<file path="config.mk">
export PLATFORM = sky130hd
export DESIGN_NAME = mtr_duty_shaper
export DESIGN_NICKNAME = d
export VERILOG_FILES = /design/src/rtl/mtr_duty_shaper.sv
export SDC_FILE = /design/constraint.sdc
export NUM_CORES = 1
export LEC_CHECK = 0
export BUFFER_PORTS_ARGS = -buffer_cell sky130_fd_sc_hd__buf_2
export CORE_MARGIN = 3
export CORE_UTILIZATION = 37
export CTS_BUF_LIST = sky130_fd_sc_hd__clkbuf_4 sky130_fd_sc_hd__clkbuf_8
export DETAILED_ROUTE_END_ITERATION = 10
export PLACE_DENSITY = 0.64
export SLEW_MARGIN = 15
export SYNTH_ARGS = -nofsm -noshare
export SYNTH_HDL_FRONTEND = slang
export SYNTH_SLANG_ARGS = --single-unit
export TNS_END_PERCENT = 20
</file>
<file path="constraint.sdc">
create_clock -name clk -period 10.4 [get_ports clk]
set_input_delay 1.04 -clock clk [delete_from_list [all_inputs] [get_ports clk]]
set_output_delay 1.04 -clock clk [all_outputs]
set_load 0.05 [all_outputs]
</file>
<file path="src/rtl/mtr_duty_shaper.sv">
// -----------------------------------------------------------------------------
// mtr_duty_shaper
//
// Upstream stage of the 11-bit PWM generator. Converts a signed speed command
// into an unsigned 11-bit duty magnitude plus forward/reverse bridge enables.
// The duty is slew limited once per PWM period. Every direction reversal, and
// every stop, passes through a forced dead interval of whole PWM periods.
//
// An internal 11-bit period counter runs in lock-step with the PWM counter.
// State, duty and direction change only on the last count of a period
// (cnt == 2047), so new values are seen by the PWM stage from cnt == 0.
//
// Build option:
//   MTR_BRAKE_EN  defined   -> DEAD drives fwd = rev = 1 (low-side brake)
//                 undefined -> DEAD drives fwd = rev = 0 (coast)
//
// Parameters:
//   SLEW_STEP     max change of duty magnitude per PWM period (1..2047)
//   DEAD_PERIODS  whole PWM periods spent in DEAD on reversal/stop (>= 1)
//
// Ports:
//   clk           system clock (50 MHz)
//   rst           synchronous, active-high reset
//   cmd[11:0]     signed two's-complement speed command
//   cmd_vld       cmd valid
//   cmd_rdy       holding register empty; cmd taken when cmd_vld && cmd_rdy
//   duty[10:0]    magnitude to the PWM generator
//   fwd           forward bridge enable
//   rev           reverse bridge enable
//   period_start  high for the one cycle where the period counter is 0
//   at_target     driving and duty equals the target magnitude
// -----------------------------------------------------------------------------
module mtr_duty_shaper #(
    parameter int SLEW_STEP    = 16,
    parameter int DEAD_PERIODS = 2
) (
    input  logic        clk,
    input  logic        rst,
    input  logic [11:0] cmd,
    input  logic        cmd_vld,
    output logic        cmd_rdy,
    output logic [10:0] duty,
    output logic        fwd,
    output logic        rev,
    output logic        period_start,
    output logic        at_target
);

    localparam int              DW        = $clog2(DEAD_PERIODS + 1);
    localparam logic [11:0]     STEP_C    = 12'(SLEW_STEP);
    localparam logic [DW-1:0]   DEAD_INIT = DW'(DEAD_PERIODS);
    localparam logic [DW-1:0]   DEAD_ONE  = DW'(1);
    localparam logic [DW-1:0]   DEAD_ZERO = DW'(0);

    typedef enum logic [1:0] {
        ST_IDLE    = 2'd0,
        ST_DRIVE_F = 2'd1,
        ST_DRIVE_R = 2'd2,
        ST_DEAD    = 2'd3
    } state_t;

    // Magnitude of a signed command; -2048 has no 11-bit magnitude and
    // saturates to 2047.
    function automatic logic [10:0] sat_mag(input logic [11:0] t);
        logic [11:0] neg;
        neg = (~t) + 12'd1;
        if (t == 12'h800) begin
            return 11'h7FF;
        end else if (t[11]) begin
            return neg[10:0];
        end else begin
            return t[10:0];
        end
    endfunction

    // One slew step from cur toward goal. Done in 12 bits so that a step
    // past 2047 clamps to the goal instead of wrapping.
    function automatic logic [10:0] ramp(input logic [10:0] cur,
                                         input logic [10:0] goal);
        logic [11:0] c12;
        logic [11:0] g12;
        logic [11:0] r12;
        c12 = {1'b0, cur};
        g12 = {1'b0, goal};
        if (c12 < g12) begin
            r12 = c12 + STEP_C;
            if (r12 > g12) begin
                r12 = g12;
            end else begin
                r12 = r12;
            end
        end else if (c12 > g12) begin
            if (c12 > (g12 + STEP_C)) begin
                r12 = c12 - STEP_C;
            end else begin
                r12 = g12;
            end
        end else begin
            r12 = c12;
        end
        return r12[10:0];
    endfunction

    logic [10:0]   cnt_r;
    logic          period_start_r;
    logic [11:0]   hold_r;
    logic          hold_empty_r;
    logic [11:0]   target_r;
    state_t        state_r;
    logic [10:0]   duty_r;
    logic          fwd_r;
    logic          rev_r;
    logic          at_target_r;
    logic [DW-1:0] dead_cnt_r;

    logic          bnd_s;
    logic          accept_s;
    logic [11:0]   tgt_eff_s;
    logic [10:0]   mag_s;
    logic          tneg_s;
    logic [10:0]   goal_s;
    state_t        state_nx_s;
    logic [10:0]   duty_nx_s;
    logic [DW-1:0] dead_nx_s;
    logic          fwd_nx_s;
    logic          rev_nx_s;
    logic          at_nx_s;

    assign bnd_s        = (cnt_r == 11'd2047);
    assign accept_s     = cmd_vld & hold_empty_r;
    assign cmd_rdy      = hold_empty_r;
    assign duty         = duty_r;
    assign fwd          = fwd_r;
    assign rev          = rev_r;
    assign period_start = period_start_r;
    assign at_target    = at_target_r;

    // Free-running period counter; period_start marks the cycle where it is 0.
    always_ff @(posedge clk) begin
        if (rst) begin
            cnt_r          <= 11'd0;
            period_start_r <= 1'b1;
        end else begin
            cnt_r          <= cnt_r + 11'd1;
            period_start_r <= bnd_s;
        end
    end

    // Command holding register; a full hold is moved to target on the boundary.
    always_ff @(posedge clk) begin
        if (rst) begin
            hold_r       <= 12'd0;
            hold_empty_r <= 1'b1;
            target_r     <= 12'd0;
        end else if (bnd_s && !hold_empty_r) begin
            target_r     <= hold_r;
            hold_empty_r <= 1'b1;
        end else if (accept_s) begin
            hold_r       <= cmd;
            hold_empty_r <= 1'b0;
        end else begin
            hold_r       <= hold_r;
            hold_empty_r <= hold_empty_r;
        end
    end

    // Target seen by the FSM on a boundary includes that boundary's transfer.
    always_comb begin
        tgt_eff_s = target_r;
        if (!hold_empty_r) begin
            tgt_eff_s = hold_r;
        end else begin
            tgt_eff_s = target_r;
        end
        mag_s  = sat_mag(tgt_eff_s);
        tneg_s = tgt_eff_s[11];
    end

    // FSM next state, next duty and next bridge enables.
    always_comb begin
        state_nx_s = state_r;
        duty_nx_s  = duty_r;
        dead_nx_s  = dead_cnt_r;
        goal_s     = 11'd0;
        case (state_r)
            ST_IDLE: begin
                if (mag_s != 11'd0) begin
                    duty_nx_s  = ramp(11'd0, mag_s);
                    state_nx_s = tneg_s ? ST_DRIVE_R : ST_DRIVE_F;
                end else begin
                    duty_nx_s  = 11'd0;
                    state_nx_s = ST_IDLE;
                end
            end
            ST_DRIVE_F, ST_DRIVE_R: begin
                // Keep ramping toward the magnitude only while the target
                // still points the way we are driving; otherwise head for 0.
                if ((mag_s != 11'd0) && (tneg_s == (state_r == ST_DRIVE_R))) begin
                    goal_s = mag_s;
                end else begin
                    goal_s = 11'd0;
                end
                duty_nx_s = ramp(duty_r, goal_s);
                if (duty_nx_s == 11'd0) begin
                    state_nx_s = ST_DEAD;
                    dead_nx_s  = DEAD_INIT;
                end else begin
                    state_nx_s = state_r;
                end
            end
            ST_DEAD: begin
                duty_nx_s = 11'd0;
                dead_nx_s = dead_cnt_r - DEAD_ONE;
                if (dead_nx_s == DEAD_ZERO) begin
                    state_nx_s = ST_IDLE;
                end else begin
                    state_nx_s = ST_DEAD;
                end
            end
            default: begin
                state_nx_s = ST_IDLE;
                duty_nx_s  = 11'd0;
                dead_nx_s  = DEAD_ZERO;
            end
        endcase
    end

    // Bridge enables and at_target derived from the state being entered.
    always_comb begin
        fwd_nx_s = 1'b0;
        rev_nx_s = 1'b0;
        case (state_nx_s)
            ST_DRIVE_F: begin
                fwd_nx_s = 1'b1;
                rev_nx_s = 1'b0;
            end
            ST_DRIVE_R: begin
                fwd_nx_s = 1'b0;
                rev_nx_s = 1'b1;
            end
            ST_DEAD: begin
`ifdef MTR_BRAKE_EN
                fwd_nx_s = 1'b1;
                rev_nx_s = 1'b1;
`else
                fwd_nx_s = 1'b0;
                rev_nx_s = 1'b0;
`endif
            end
            default: begin
                fwd_nx_s = 1'b0;
                rev_nx_s = 1'b0;
            end
        endcase
        at_nx_s = ((state_nx_s == ST_DRIVE_F) || (state_nx_s == ST_DRIVE_R)) &&
                  (duty_nx_s == mag_s);
    end

    // FSM and output registers; they move only on the period boundary.
    always_ff @(posedge clk) begin
        if (rst) begin
            state_r     <= ST_IDLE;
            duty_r      <= 11'd0;
            fwd_r       <= 1'b0;
            rev_r       <= 1'b0;
            at_target_r <= 1'b0;
            dead_cnt_r  <= DEAD_ZERO;
        end else if (bnd_s) begin
            state_r     <= state_nx_s;
            duty_r      <= duty_nx_s;
            fwd_r       <= fwd_nx_s;
            rev_r       <= rev_nx_s;
            at_target_r <= at_nx_s;
            dead_cnt_r  <= dead_nx_s;
        end else begin
            state_r     <= state_r;
            duty_r      <= duty_r;
            fwd_r       <= fwd_r;
            rev_r       <= rev_r;
            at_target_r <= at_target_r;
            dead_cnt_r  <= dead_cnt_r;
        end
    end

endmodule

</file>
# Word level (Yosys, flattened, before mapping)
# Index checks and enable logic that the tools add are counted.
dict set report totals {
  elab_cells 73
  ff_bits 55
}
dict set report classes {
  addsub 6
  bitwise 3
  n_lt_le_gt_ge 6
  n_reduce_logical 14
  mux 23
  n_eq_ne 10
}
# op count
set ops {}
lappend ops {{$mux 11} 12}
lappend ops {{$pmux 11 s3} 1}
lappend ops {{$add 11x5->12 const B} 2}
lappend ops {{$add 11x1->11 const B} 2}
lappend ops {{$eq 12x12->1 const B} 1}
lappend ops {{$gt 11x12->1} 1}
lappend ops {{$gt 12x11->1} 1}
lappend ops {{$mux 12} 1}
lappend ops {{$eq 11x11->1} 1}
lappend ops {{$eq 11x11->1 const B} 1}
lappend ops {{$gt 11x11->1} 1}
lappend ops {{$gt 5x11->1 const A} 1}
lappend ops {{$logic_not 11->1} 1}
lappend ops {{$lt 1x11->1 const A} 1}
lappend ops {{$lt 11x11->1} 1}
lappend ops {{$not 11->11} 1}
lappend ops {{$reduce_bool 11->1} 1}
lappend ops {{$sub 11x5->11 const B} 1}
lappend ops {{$mux 2} 5}
lappend ops {{$eq 2x2->1 const B} 3}
lappend ops {{$pmux 2 s3} 1}
lappend ops {{$eq 2x1->1 const B} 2}
lappend ops {{$logic_not 2->1} 2}
lappend ops {{$pmux 2 s2} 1}
lappend ops {{other kinds (13)} 17}

# Logic depth before layout (Yosys ltp)
dict set report logic_depth {
  ltp_word 21
  ltp_mapped 34
  ltp_nobuf 28
}

# Worst setup path before layout
# Ideal clock, no wire load.
dict set report synth_path {
  path_type {register -> register}
  startpoint {register hold_empty_r, in the netlist cmd_rdy}
  endpoint {register at_target_r, in the netlist at_target}
  setup_time_ps 87
  arrival_time_ps 7951
  path_slack_ps 2362
  stages_incl_launch_ff 33
  synth_period_minus_slack_ps 8038
  cell_sequence {dfxtp_1 -> buf_6 -> buf_4 -> buf_4 -> buf_1 -> mux2i_1 -> ha_1 -> nor4b_1 -> nor2_1 -> nor3_1 -> o21ai_0 -> inv_1 -> ha_1 -> nor3b_1 -> xnor2_1 -> ha_1 -> nand3_1 -> nor2_1 -> nand3b_1 -> a221o_1 -> a22o_1 -> a222oi_1 -> and2_1 -> a2111oi_0 -> and4_1 -> buf_2 -> o21a_1 -> or2_2 -> ha_1 -> nor3_1 -> o2111ai_1 -> or4_1 -> o31ai_1}
}
dict set report synth_via {
  elab_chain_len 21
  word_cells_on_any_way 37
}
# item line_no
set synth_rtl {}
lappend synth_rtl {{start, declared} 107} ;# logic hold_empty_r;
lappend synth_rtl {{start signal, assigned} 163} ;# hold_empty_r <= hold_empty_r;
lappend synth_rtl {{$mux 12 (*)} 170} ;# if (!hold_empty_r) begin
lappend synth_rtl {{$not 11->11} 66} ;# neg = (~t) + 12'd1;
lappend synth_rtl {{$add 11x1->11} 66}
lappend synth_rtl {{$mux 11} 69} ;# end else if (t[11]) begin
lappend synth_rtl {{$mux 11} 67} ;# if (t == 12'h800) begin
lappend synth_rtl {{$reduce_bool 11->1} {187, 198}}
lappend synth_rtl {{$logic_and 1x1->1} 198} ;# if ((mag_s != 11'd0) && (tneg_s == (state_r == ST_DRIVE_R))) begin
lappend synth_rtl {{$mux 11} 198}
lappend synth_rtl {{(+5 left out)} n/a}
lappend synth_rtl {{$mux 11} 85} ;# if (c12 < g12) begin
lappend synth_rtl {{$mux 11} 185} ;# case (state_r)
lappend synth_rtl {{$logic_not 11->1} 204} ;# if (duty_nx_s == 11'd0) begin
lappend synth_rtl {{$mux 2} 204}
lappend synth_rtl {{$pmux 2 s3} 185}
lappend synth_rtl {{$eq 2x1->1 or $eq 2x2->1 (tied branches)} 255} ;# at_nx_s = ((state_nx_s == ST_DRIVE_F) || (state_nx_s == ST_DRIVE_R)) &&
lappend synth_rtl {{$logic_or 1x1->1} 255}
lappend synth_rtl {{$logic_and 1x1->1 (*)} 255}
lappend synth_rtl {{end signal, assigned} 273} ;# at_target_r <= at_nx_s;
lappend synth_rtl {{end signal, assigned} 280} ;# at_target_r <= at_target_r;
lappend synth_rtl {{end, declared} 113} ;# logic at_target_r;
# Mark *: on every way between the ends. The rest lies on a longest branch, timed or not. The select of a mux whose other input is x is not followed.
# A chain may end at the register's enable or synchronous reset.

# Final worst setup path
# Same ends and word-level chain as after synthesis.

==> impl_metrics.csv <==
group,metric,value,unit
clock_tree,cts_tree,"yes",
critical_path,crit_path_max_incr_delay,0.80,ns
synthesis,synthArstFlopShare,0,%
critical_path,cp_max_fo,13,
global_route,met1_usage,24.0,%
critical_path,cpMaxStageDelayCell,"a31oi_1",
drt,viasPerCell,5.69,
critical_path,worstReg2RegStart,"cmd_rdy",
floorplan,die_x,117,um
clock_tree,clk_latency,0.32,ns
power,total_power,0.509,mW
synthesis,synthMuxAreaShare,4.04,%
min_path,hp-start,"rev",
floorplan,start_util,38.0,%
finish,drive_above_1_share,9.68,%
synthesis,yosysSeqAreaShare,24.0,%
min_path,hold_class,"flop to flop",
clock_tree,postCtsSetupBuffers,0,
global_route,grt_pass1_wl,21300,um
drt,postRouteWirelength,12800,um
critical_path,rr_endpoint,"at_target",
global_route,grt_max_degree,56,
sta,fin_worst_skew,0.00843,ns
clock_tree,numCtsBuffers,5,
critical_path,r2r_cells,26,
place,gp_congestion,0.947,
synthesis,yosysTopAreaCell,"dfxtp_1",
critical_path,reg2reg_slack,1.93,ns
floorplan,die_height,117,um
drt,drt_iter0_markers,351,
critical_path,cp-end-kind,"flop",
global_route,grt-ovfl-total,0,
synthesis,synth_top_family_by_area,"simple AND/OR/NAND/NOR gates",
synthesis,avgSynthCellArea,7.45,um2
clock_tree,clkTransAtPathRegs,0.11,ns
synthesis,ys_ff_latch,55,
min_path,hold-path-endpoint,"rev",
synthesis,yosys_warnings,0,
sta,worst_slew_pin_slew,1.08,ns
sta,drv_slew,0,
sta,relSlewSlack,27.5,%
synthesis,synth.top_cell.area_share,24.0,%
synthesis,synth_area_leaders,"dfxtp_1, ha_1, nand2_1, a21oi_1, nor2_1",
global_route,antenna_found_initial,0,
power,power-per-cell-area,103,nW/um2
floorplan,core.rowCount,40,
synthesis,synth_edf_count,0,
synthesis,synthAdderAreaFrac,9.55,%
synthesis,ys.flop_type,"dfxtp_1",
global_route,grtUsageTotal,18.1,%
critical_path,cp_common_cell,"ha_1",
synthesis,synth-simple-area-share,27.0,%
synthesis,synth-xor-area-share,6.87,%
floorplan,dieArea,13800,um2
floorplan,pin_count,31,
sta,finalHoldViolCount,0,
finish,finalNetCount,679,
critical_path,cp-start-kind,"flop",
drt,avgRoutedWirePerCell,16.0,um
drt,num_vias,4544,
synthesis,synthesis.nets,666,
sta,setup_viol,0,
critical_path,cp_top_family,"simple AND/OR/NAND/NOR gates",
finish,fillers,1267,
floorplan,core,12100,um2
clock_tree,cts_hold_buffers,0,
place,hpwlAfterDp,9750,um
global_route,gr-usage-met3,2.89,%
clock_tree,cts_resized,0,
place,portBuffers,30,
drt,drtPass1Iterations,4,
job,max_cap_viol_count,0,
sta,period_share,81.4,%
run_status,status,"finished clean",
sta,grt_setup_unrepaired,"false",
critical_path,worstPathArrival,8.72,ns
power,ir_worst_vdd,0.0000679,V
critical_path,cp.required,10.65,ns
min_path,whs_path_depth,2,
finish,area_growth_syn_to_layout,7.94,%
global_route,busiest_layer,"met2",
clock_tree,cts.htree.levels,2,
sta,fmax,118,MHz
sta,tns,0,ns
power,leakagePower,1.96,nW
clock_tree,cts_sinks,55,
sta,post-route-min-period,8.47,ns
clock_tree,clk_path_buf_depth,2,
synthesis,yosysUniqueCellTypes,74,
critical_path,criticalPathCategory,"flop to flop",
synthesis,synth_compound_area_share,23.6,%
drt,drc,0,
drt,ant_nets,0,
clock_tree,root_buffer,"clkbuf_8",
finish,antennaDiodeCount,0,
global_route,grt_pass1_vias,4222,
critical_path,crit_buf_inv,1,
global_route,grt.met2_usage,30.7,%
synthesis,synth_area,4590,um2
synthesis,synthCells,616,
power by group:
part | switching [mW] | leakage, nW | total [mW] | internal [mW]
logic | 0.0990 | 1.46 | 0.154 | 0.0550
clock network | 0.0784 | 0.0533 | 0.135 | 0.0564
registers | 0.00542 | 0.446 | 0.220 | 0.215
kinds of logic after synthesis:
logic type | Yosys count
buf+inv | 55
simple gates | 254
fa+ha+maj | 35
mux | 18
xor+xnor | 36
flops | 55
compound gates | 163
worst min-delay path: stages (launching register included):
cell and delay, ns:
dfxtp_1 0.33, nand2_1 0.05, a21oi_1 0.05
layout by cell type (no fill, tap or decap), types with 6 or more instances in the layout:
| master | n |
|---|---|
| o21ai_0 | 23 |
| a21oi_1 | 52 |
| nor2_1 | 57 |
| nor3_1 | 21 |
| or3_1 | 10 |
| o21ai_1 | 6 |
| o211ai_1 | 7 |
| clkbuf_8 | 6 |
| inv_1 | 27 |
| nand2_1 | 95 |
| dfxtp_1 | 55 |
| nand3_1 | 19 |
| xor2_1 | 16 |
| a211oi_1 | 19 |
| mux2i_1 | 14 |
| ha_1 | 35 |
| buf_2 | 30 |
| xnor2_1 | 20 |
per-stage QoR:
step / hold WS (ns) / setup slack, ns / cell area [um2] / instances / utilization (%)
after detailed placement: 0.436 / 2.13 / 4850 / 790 / 40.2
after global routing: 0.485 / 0.985 / 4950 / 798 / 41.0
after CTS: 0.461 / 2.04 / 4950 / 798 / 41.0
after floorplan: 0.418 / 2.36 / 4590 / 616 / -
final: 0.460 / 1.93 / 4950 / 798 / 41.0
after global placement: 0.428 / 2.45 / 4850 / 790 / 40.2
sequential cells by signal, indices dropped and copies added, names as in the netlist:
register,count
hold_r,12
target_r,12
cnt_r,11
duty,11
dead_cnt_r,2
state_r,2
at_target,1
cmd_rdy,1
fwd,1
period_start,1
rev,1
synthesized netlist by cell type (all sizes together), types with 5 or more instances:
cell type  count
nand2         95
nor2          58
dfxtp         55
a21oi         52
ha            35
o21ai         30
inv           27
nor3          21
xnor2         20
a211oi        19
nand3         19
clkbuf        18
xor2          16
mux2i         14
buf           10
or3           10
o211ai         7
or4            6
and2           5
nand4          5
nor4           5
o22ai          5
per-layer routing:
metal	part of all wire (%)	wire length, um
met2	47	5970
met3	4.6	591
met5	0	0
met1	47	5960
met4	2.0	254
worst max path at each step:
| stage | slack, ns | from | cells past startpoint | to |
|---|---|---|---|---|
| 2_1_floorplan | 2.36 | cmd_rdy | 32 | at_target |
| 3_5_place_dp | 2.13 | cmd_rdy | 26 | at_target |
| 3_3_place_gp | 2.45 | cmd_rdy | 26 | at_target |
| 6_report | 1.93 | cmd_rdy | 26 | at_target |
| 5_1_grt | 0.98 | cmd_rdy | 26 | at_target |
| 4_1_cts | 2.04 | cmd_rdy | 26 | at_target |
final cells by class:
| type | count | area [um2] | share of cell area (%) |
|---|---|---|---|
| Multi-Input combinational cell | 506 | 3260 | 65.8 |
| Sequential cell | 55 | 1100 | 22.2 |
| Tap cell | 168 | 210 | 4.25 |
| Timing Repair Buffer | 34 | 180 | 3.64 |
| Inverter | 27 | 101 | 2.05 |
| Clock buffer | 6 | 82.6 | 1.67 |
| Clock inverter | 2 | 20.0 | 0.404 |
Power figures use the tool's default switching activity.
